File: src/rtl/fifo_flush_ctrl.sv
// Write arbiter and flush sequencer in front of the 4-bit-in / 32-bit-flush FIFO.
// Optional automatic flush on occupancy is enabled by defining FIFO_FLUSH_CTRL_AUTO_EN.
module fifo_flush_ctrl #(
  parameter int DEPTH       = 32,
  parameter int FLUSH_HOLD  = 3,
  parameter int AUTO_THRESH = 8
) (
  input  logic        clk,
  input  logic        reset,
  input  logic [1:0]  wr_req_i,
  input  logic [3:0]  wr_data0_i,
  input  logic [3:0]  wr_data1_i,
  output logic [1:0]  wr_gnt_o,
  output logic        fifo_wr_valid_o,
  output logic [3:0]  fifo_wr_data_o,
  input  logic        fifo_full_i,
  output logic        fifo_flush_o,
  input  logic [31:0] fifo_rd_data_i,
  input  logic        flush_req_i,
  output logic        flush_ack_o,
  output logic [31:0] flush_data_o,
  output logic        flush_auto_o,
  output logic        busy_o,
  output logic [5:0]  level_o
);

  localparam logic [1:0] ST_IDLE = 2'd0;
  localparam logic [1:0] ST_HOLD = 2'd1;
  localparam logic [1:0] ST_ACK  = 2'd2;

  localparam int         CNT_W      = $clog2(FLUSH_HOLD);
  localparam logic [5:0] LEVEL_MAX  = 6'(DEPTH - 1);
  localparam logic [5:0] LEVEL_AUTO = 6'(AUTO_THRESH);

`ifdef FIFO_FLUSH_CTRL_AUTO_EN
  localparam logic AUTO_EN = 1'b1;
`else
  localparam logic AUTO_EN = 1'b0;
`endif

  logic [1:0]       state_r;
  logic [CNT_W-1:0] hold_cnt_r;
  logic [5:0]       level_r;
  logic             rr_ptr_r;
  logic             flush_r;
  logic             ack_r;
  logic             auto_pend_r;
  logic             auto_r;
  logic             wr_valid_r;
  logic [3:0]       wr_data_r;
  logic [31:0]      flush_data_r;

  logic             idle_s;
  logic             auto_s;
  logic             start_s;
  logic             can_write_s;
  logic [1:0]       gnt_s;
  logic [3:0]       gnt_data_s;
  logic [5:0]       level_after_flush_s;

  // Flush start decision, round-robin grant and post-flush occupancy
  always_comb begin
    idle_s      = (state_r == ST_IDLE);
    auto_s      = AUTO_EN & ~flush_req_i & (level_r >= LEVEL_AUTO);
    start_s     = idle_s & (flush_req_i | auto_s);
    // A starting flush wins over writes; reset also masks the grant
    can_write_s = reset & idle_s & ~start_s & (level_r != LEVEL_MAX) & ~fifo_full_i;
    gnt_s       = 2'b00;
    if (can_write_s) begin
      case (wr_req_i)
        2'b01:   gnt_s = 2'b01;
        2'b10:   gnt_s = 2'b10;
        2'b11:   gnt_s = rr_ptr_r ? 2'b10 : 2'b01;
        default: gnt_s = 2'b00;
      endcase
    end else begin
      gnt_s = 2'b00;
    end
    gnt_data_s = gnt_s[1] ? wr_data1_i : wr_data0_i;
    if (level_r > 6'd8) begin
      level_after_flush_s = level_r - 6'd8;
    end else if (level_r != 6'd0) begin
      level_after_flush_s = 6'd1;
    end else begin
      level_after_flush_s = 6'd0;
    end
  end

  // Registered FIFO write port and round-robin pointer
  always_ff @(posedge clk or negedge reset) begin
    if (!reset) begin
      wr_valid_r <= 1'b0;
      wr_data_r  <= 4'd0;
      rr_ptr_r   <= 1'b0;
    end else begin
      wr_valid_r <= |gnt_s;
      if (|gnt_s) begin
        wr_data_r <= gnt_data_s;
        rr_ptr_r  <= gnt_s[0];
      end
    end
  end

  // Flush sequencer, capture register and shadow occupancy
  always_ff @(posedge clk or negedge reset) begin
    if (!reset) begin
      state_r      <= ST_IDLE;
      hold_cnt_r   <= '0;
      level_r      <= 6'd0;
      flush_r      <= 1'b0;
      ack_r        <= 1'b0;
      auto_pend_r  <= 1'b0;
      auto_r       <= 1'b0;
      flush_data_r <= 32'd0;
    end else begin
      case (state_r)
        ST_IDLE: begin
          if (start_s) begin
            state_r     <= ST_HOLD;
            flush_r     <= 1'b1;
            hold_cnt_r  <= CNT_W'(FLUSH_HOLD - 1);
            auto_pend_r <= auto_s;
          end else if (|gnt_s) begin
            level_r <= level_r + 6'd1;
          end
        end
        ST_HOLD: begin
          if (hold_cnt_r == '0) begin
            flush_data_r <= fifo_rd_data_i;
            level_r      <= level_after_flush_s;
            flush_r      <= 1'b0;
            ack_r        <= 1'b1;
            auto_r       <= auto_pend_r;
            state_r      <= ST_ACK;
          end else begin
            hold_cnt_r <= hold_cnt_r - CNT_W'(1);
          end
        end
        ST_ACK: begin
          ack_r   <= 1'b0;
          auto_r  <= 1'b0;
          state_r <= ST_IDLE;
        end
        default: begin
          state_r <= ST_IDLE;
          flush_r <= 1'b0;
          ack_r   <= 1'b0;
          auto_r  <= 1'b0;
        end
      endcase
    end
  end

  assign wr_gnt_o        = gnt_s;
  assign fifo_wr_valid_o = wr_valid_r;
  assign fifo_wr_data_o  = wr_data_r;
  assign fifo_flush_o    = flush_r;
  assign flush_ack_o     = ack_r;
  assign flush_data_o    = flush_data_r;
  assign flush_auto_o    = auto_r;
  assign busy_o          = (state_r != ST_IDLE);
  assign level_o         = level_r;

endmodule
File: config.mk
export PLATFORM = sky130hd
export DESIGN_NAME = fifo_flush_ctrl
export DESIGN_NICKNAME = d
export VERILOG_FILES = /design/src/rtl/fifo_flush_ctrl.sv
export SDC_FILE = /design/constraint.sdc
export NUM_CORES = 1
export LEC_CHECK = 0
export CAP_MARGIN = 20
export CORE_AREA = 2 2 78 80
export DETAILED_ROUTE_END_ITERATION = 8
export DIE_AREA = 0 0 80 82
export HOLD_SLACK_MARGIN = 0.12
export PLACE_DENSITY = 0.81
export SLEW_MARGIN = 20
export SYNTH_ARGS = -nofsm -noshare
export SYNTH_HDL_FRONTEND = slang
export SYNTH_SLANG_ARGS = --single-unit
File: constraint.sdc
create_clock -name clk -period 2.3 [get_ports clk]
set_input_delay 0.23 -clock clk [delete_from_list [all_inputs] [get_ports clk]]
set_output_delay 0.23 -clock clk [all_outputs]
set_load 0.005 [all_outputs]
==> metrics.yaml <==
run_status:
  outcome: "complete, no violations"
synthesis:
  yosysTopAreaCellShare: 0.571
  yosysSeqAreaShare: 0.571
  synth_area_um2: 2190
  async_reset_ff_frac: 1.00
  synthCells: 245
  synth-main-ff-cell: "dfrtp_1"
  ys_warn_count: 0
  synth_common_cells: "nand2_1, dfrtp_1, nor2_1, a21oi_1, inv_1"
  synth_most_common_cell: "nand2_1"
  yosys.area.top_type: "dfrtp_1"
  synth_area_leaders: "dfrtp_1, nand2_1, ha_1, a21oi_1, nor2_1"
  ys_types: 36
  synth_edf_count: 0
  syn_nets: 296
  syn_avg_cell_area_um2: 8.95
  synth_seq_cells: 50
pwr:
  leakagePower_nw: 1.62
  finalPower_mw: 4.27
  clockPowerShare: 0.146
  vdd_drop_max_v: 0.000647
  seqPwrFrac: 0.362
  p_switching_mw: 1.47
  p_per_area_nw_per_um2: 1260
  p_sw_frac: 0.345
  p_comb_frac: 0.491
  power.internal_mw: 2.80
drt:
  routed_via_density: 4.78
  routed_wl_mm: 5.57
  topRoutingLayerUsed: "met4"
  post_drt_wl_per_cell_um: 13.1
  wl_met3_um: 473
  first_pass_iters: 4
  drtIter0Drc: 131
  drc_errors: 0
  ant_nets: 0
  wirelength_met1_mm: 2.43
  routed-wl-met2_mm: 2.61
  vias: 2037
final_layout:
  diodes: 0
  multi_input_area_um2: 861
  fin_area_um2: 3400
  regArea_um2: 1250
  final_cells: 426
  finalNetCount: 402
  fillers: 500
  syn_to_final_growth_pct: 55.0
  drive_gt1_frac: 0.0883
timing:
  min_period_over_period: 0.968
  slew_violations: 0
  fin_crit_ns: 2.23
  fmax_mhz: 449
  setup_viol: 0
  hold_viol_final: 0
  fin_worst_skew_ns: 0.00422
  tightest_slew_ns: 0.627
  rsz0062_at_grt: "false"
  slew_headroom: 0.582
worst_hold_path:
  min_path_type: "input pin to flop"
  hp-start: "fifo_rd_data_i[29]"
worst_setup_path:
  startpoint: "reset"
  critPathBufInv: 4
  cp_slowest_stage_delay_ns: 0.52
  endpoint_kind: "primary output"
  critPathRequiredTime_ns: 2.07
  cpMaxStageDelayCell: "dlygate4sd3_1"
  r2r_slack_ns: 0.40
  criticalPathCategory: "input pin to primary output"
  cp.arrival_ns: 2.00
  r2r_start: "level_o[0]"
  critPathMaxFanout: 2
  crit_chain: "dlygate4sd3_1 > buf_2 > or4b_4 > a211oi_4 > inv_1 > nor2_1 > dlygate4sd2_1"
  startpoint_type: "input pin"
  path_delay_family: "buffers and inverters"
flow_run:
  max_cap_viol_count: 0
placed_design:
  place_hpwl_mm: 3.98
  place_area_um2: 3250
  gp_congestion: 0.779
  dp_cells: 416
  io_buffers: 93
clock_network:
  clock-sinks: 50
  tritoncts: "built"
  cts_root_buf: "clkbuf_8"
  cts.clk_slew.worst_paths_ns: 0.09
  htree_levels: 2
  clock_latency_ns: 0.30
  cts_made_buffers: 5
  cts_buffer_depth: 2
floorplanning:
  initial_utilization: 0.382
  num_rows: 28
  dieHeight_um: 82
  core_um2: 5750
  die-area_um2: 6560
  die_w_um: 80
  num_io_pins: 95
global_routing:
  grt_pass1_vias: 2070
  antenna_found_initial: 0
  grt_overflow: 0
  grt_usage: 0.182
  grt_pass1_wl_mm: 9.36
  grt_max_degree: 51
==> cell families (layout without fill, tap and decap cells) <==
family,count (synthesis),after routing,share of synthesized area
DFF,50,50,0.571
other,1,1,0.00171
AOI/OAI and AO/OA,36,36,0.111
buffers and inverters,20,126,0.0411
and+or+nand+nor,133,133,0.247
adders and majority gates,5,5,0.0285
==> what timing repair did <==
action	in CTS	in global routing
gates resized for setup	3	1
pin swaps	1	0
hold endpoints to repair	50	0
hold buffers	1	0
gates cloned	0	0
setup endpoints to repair	2	2
setup buffers	2	0
==> area by class of cell <==
cell class	count	share of cell area
multi-input cells	175	0.253
repair buffers	108	0.306
inverters	11	0.0122
well taps	75	0.0276
clock inverters	1	0.00884
clock buffers	6	0.0243
flip-flops and latches	50	0.368
==> per-stage QoR <==
step	setup WS (ns)	TNS (ns)	util	hold WS (ns)
6_report	0.0730	0	0.591	0.452
4_1_cts	0.0777	0	0.590	0.441
3_5_place_dp	-0.0493	-0.0864	0.566	0.418
5_1_grt	0.00441	0	0.591	0.449
2_1_floorplan	0.529	0	-	-0.0656
3_3_place_gp	-0.0381	-0.0701	0.566	0.412
==> cell usage in the layout, fill, tap and decap left out, types with 2 or more instances in the layout <==
cell type and instances:
a211oi_1 2, a21oi_1 11, buf_4 14, clkbuf_8 6
clkdlybuf4s50_1 90, dfrtp_1 50, dlygate4sd2_1 2, ha_1 4
inv_1 10, nand2_1 106, nand2b_1 3, nand3_1 4
nor2_1 13, o21ai_0 6, o22ai_1 4
==> per-layer routing <==
metal / vias up / GRT usage
met4: 0 / 0.0542
met5: - / 0
met3: 5 / 0.0495
li1: 995 / -
met1: 949 / 0.222
met2: 88 / 0.317
==> worst min-delay path, delay by kind of cell <==
kind	cells	cell delay, ns
buffers and inverters	1	0.39
AND/OR/NAND/NOR	2	0.09
==> sequential cells by signal (all words and copies together), names as in the netlist <==
name,flops
fifo_wr_valid_o,1
flush_data_o,32
state_r,2
flush_ack_o,1
fifo_wr_data_o,4
level_o,6
fifo_flush_o,1
rr_ptr_r,1
hold_cnt_r,2
==> final timing paths <==
kind,end,cells past startpoint
max,wr_gnt_o[0],7
min,flush_data_o[29],3
max reg2reg,level_o[1],7
min reg2reg,flush_data_o[1],2
max in group asynchronous,state_r[1],3
min in group asynchronous,fifo_wr_valid_o,3
==> power by group through the flow <==
stage / sequential, mW / clock, mW / combinational [mW]
after CTS: 1.55 / 0.648 / 2.12
after detailed placement: 1.57 / 0 / 2.08
final: 1.55 / 0.626 / 2.10
after global routing: 1.61 / 0.678 / 2.38
after floorplan: 1.61 / 0 / 0.864
after global placement: 1.55 / 0 / 2.01
(Power assumes the default switching activity.)
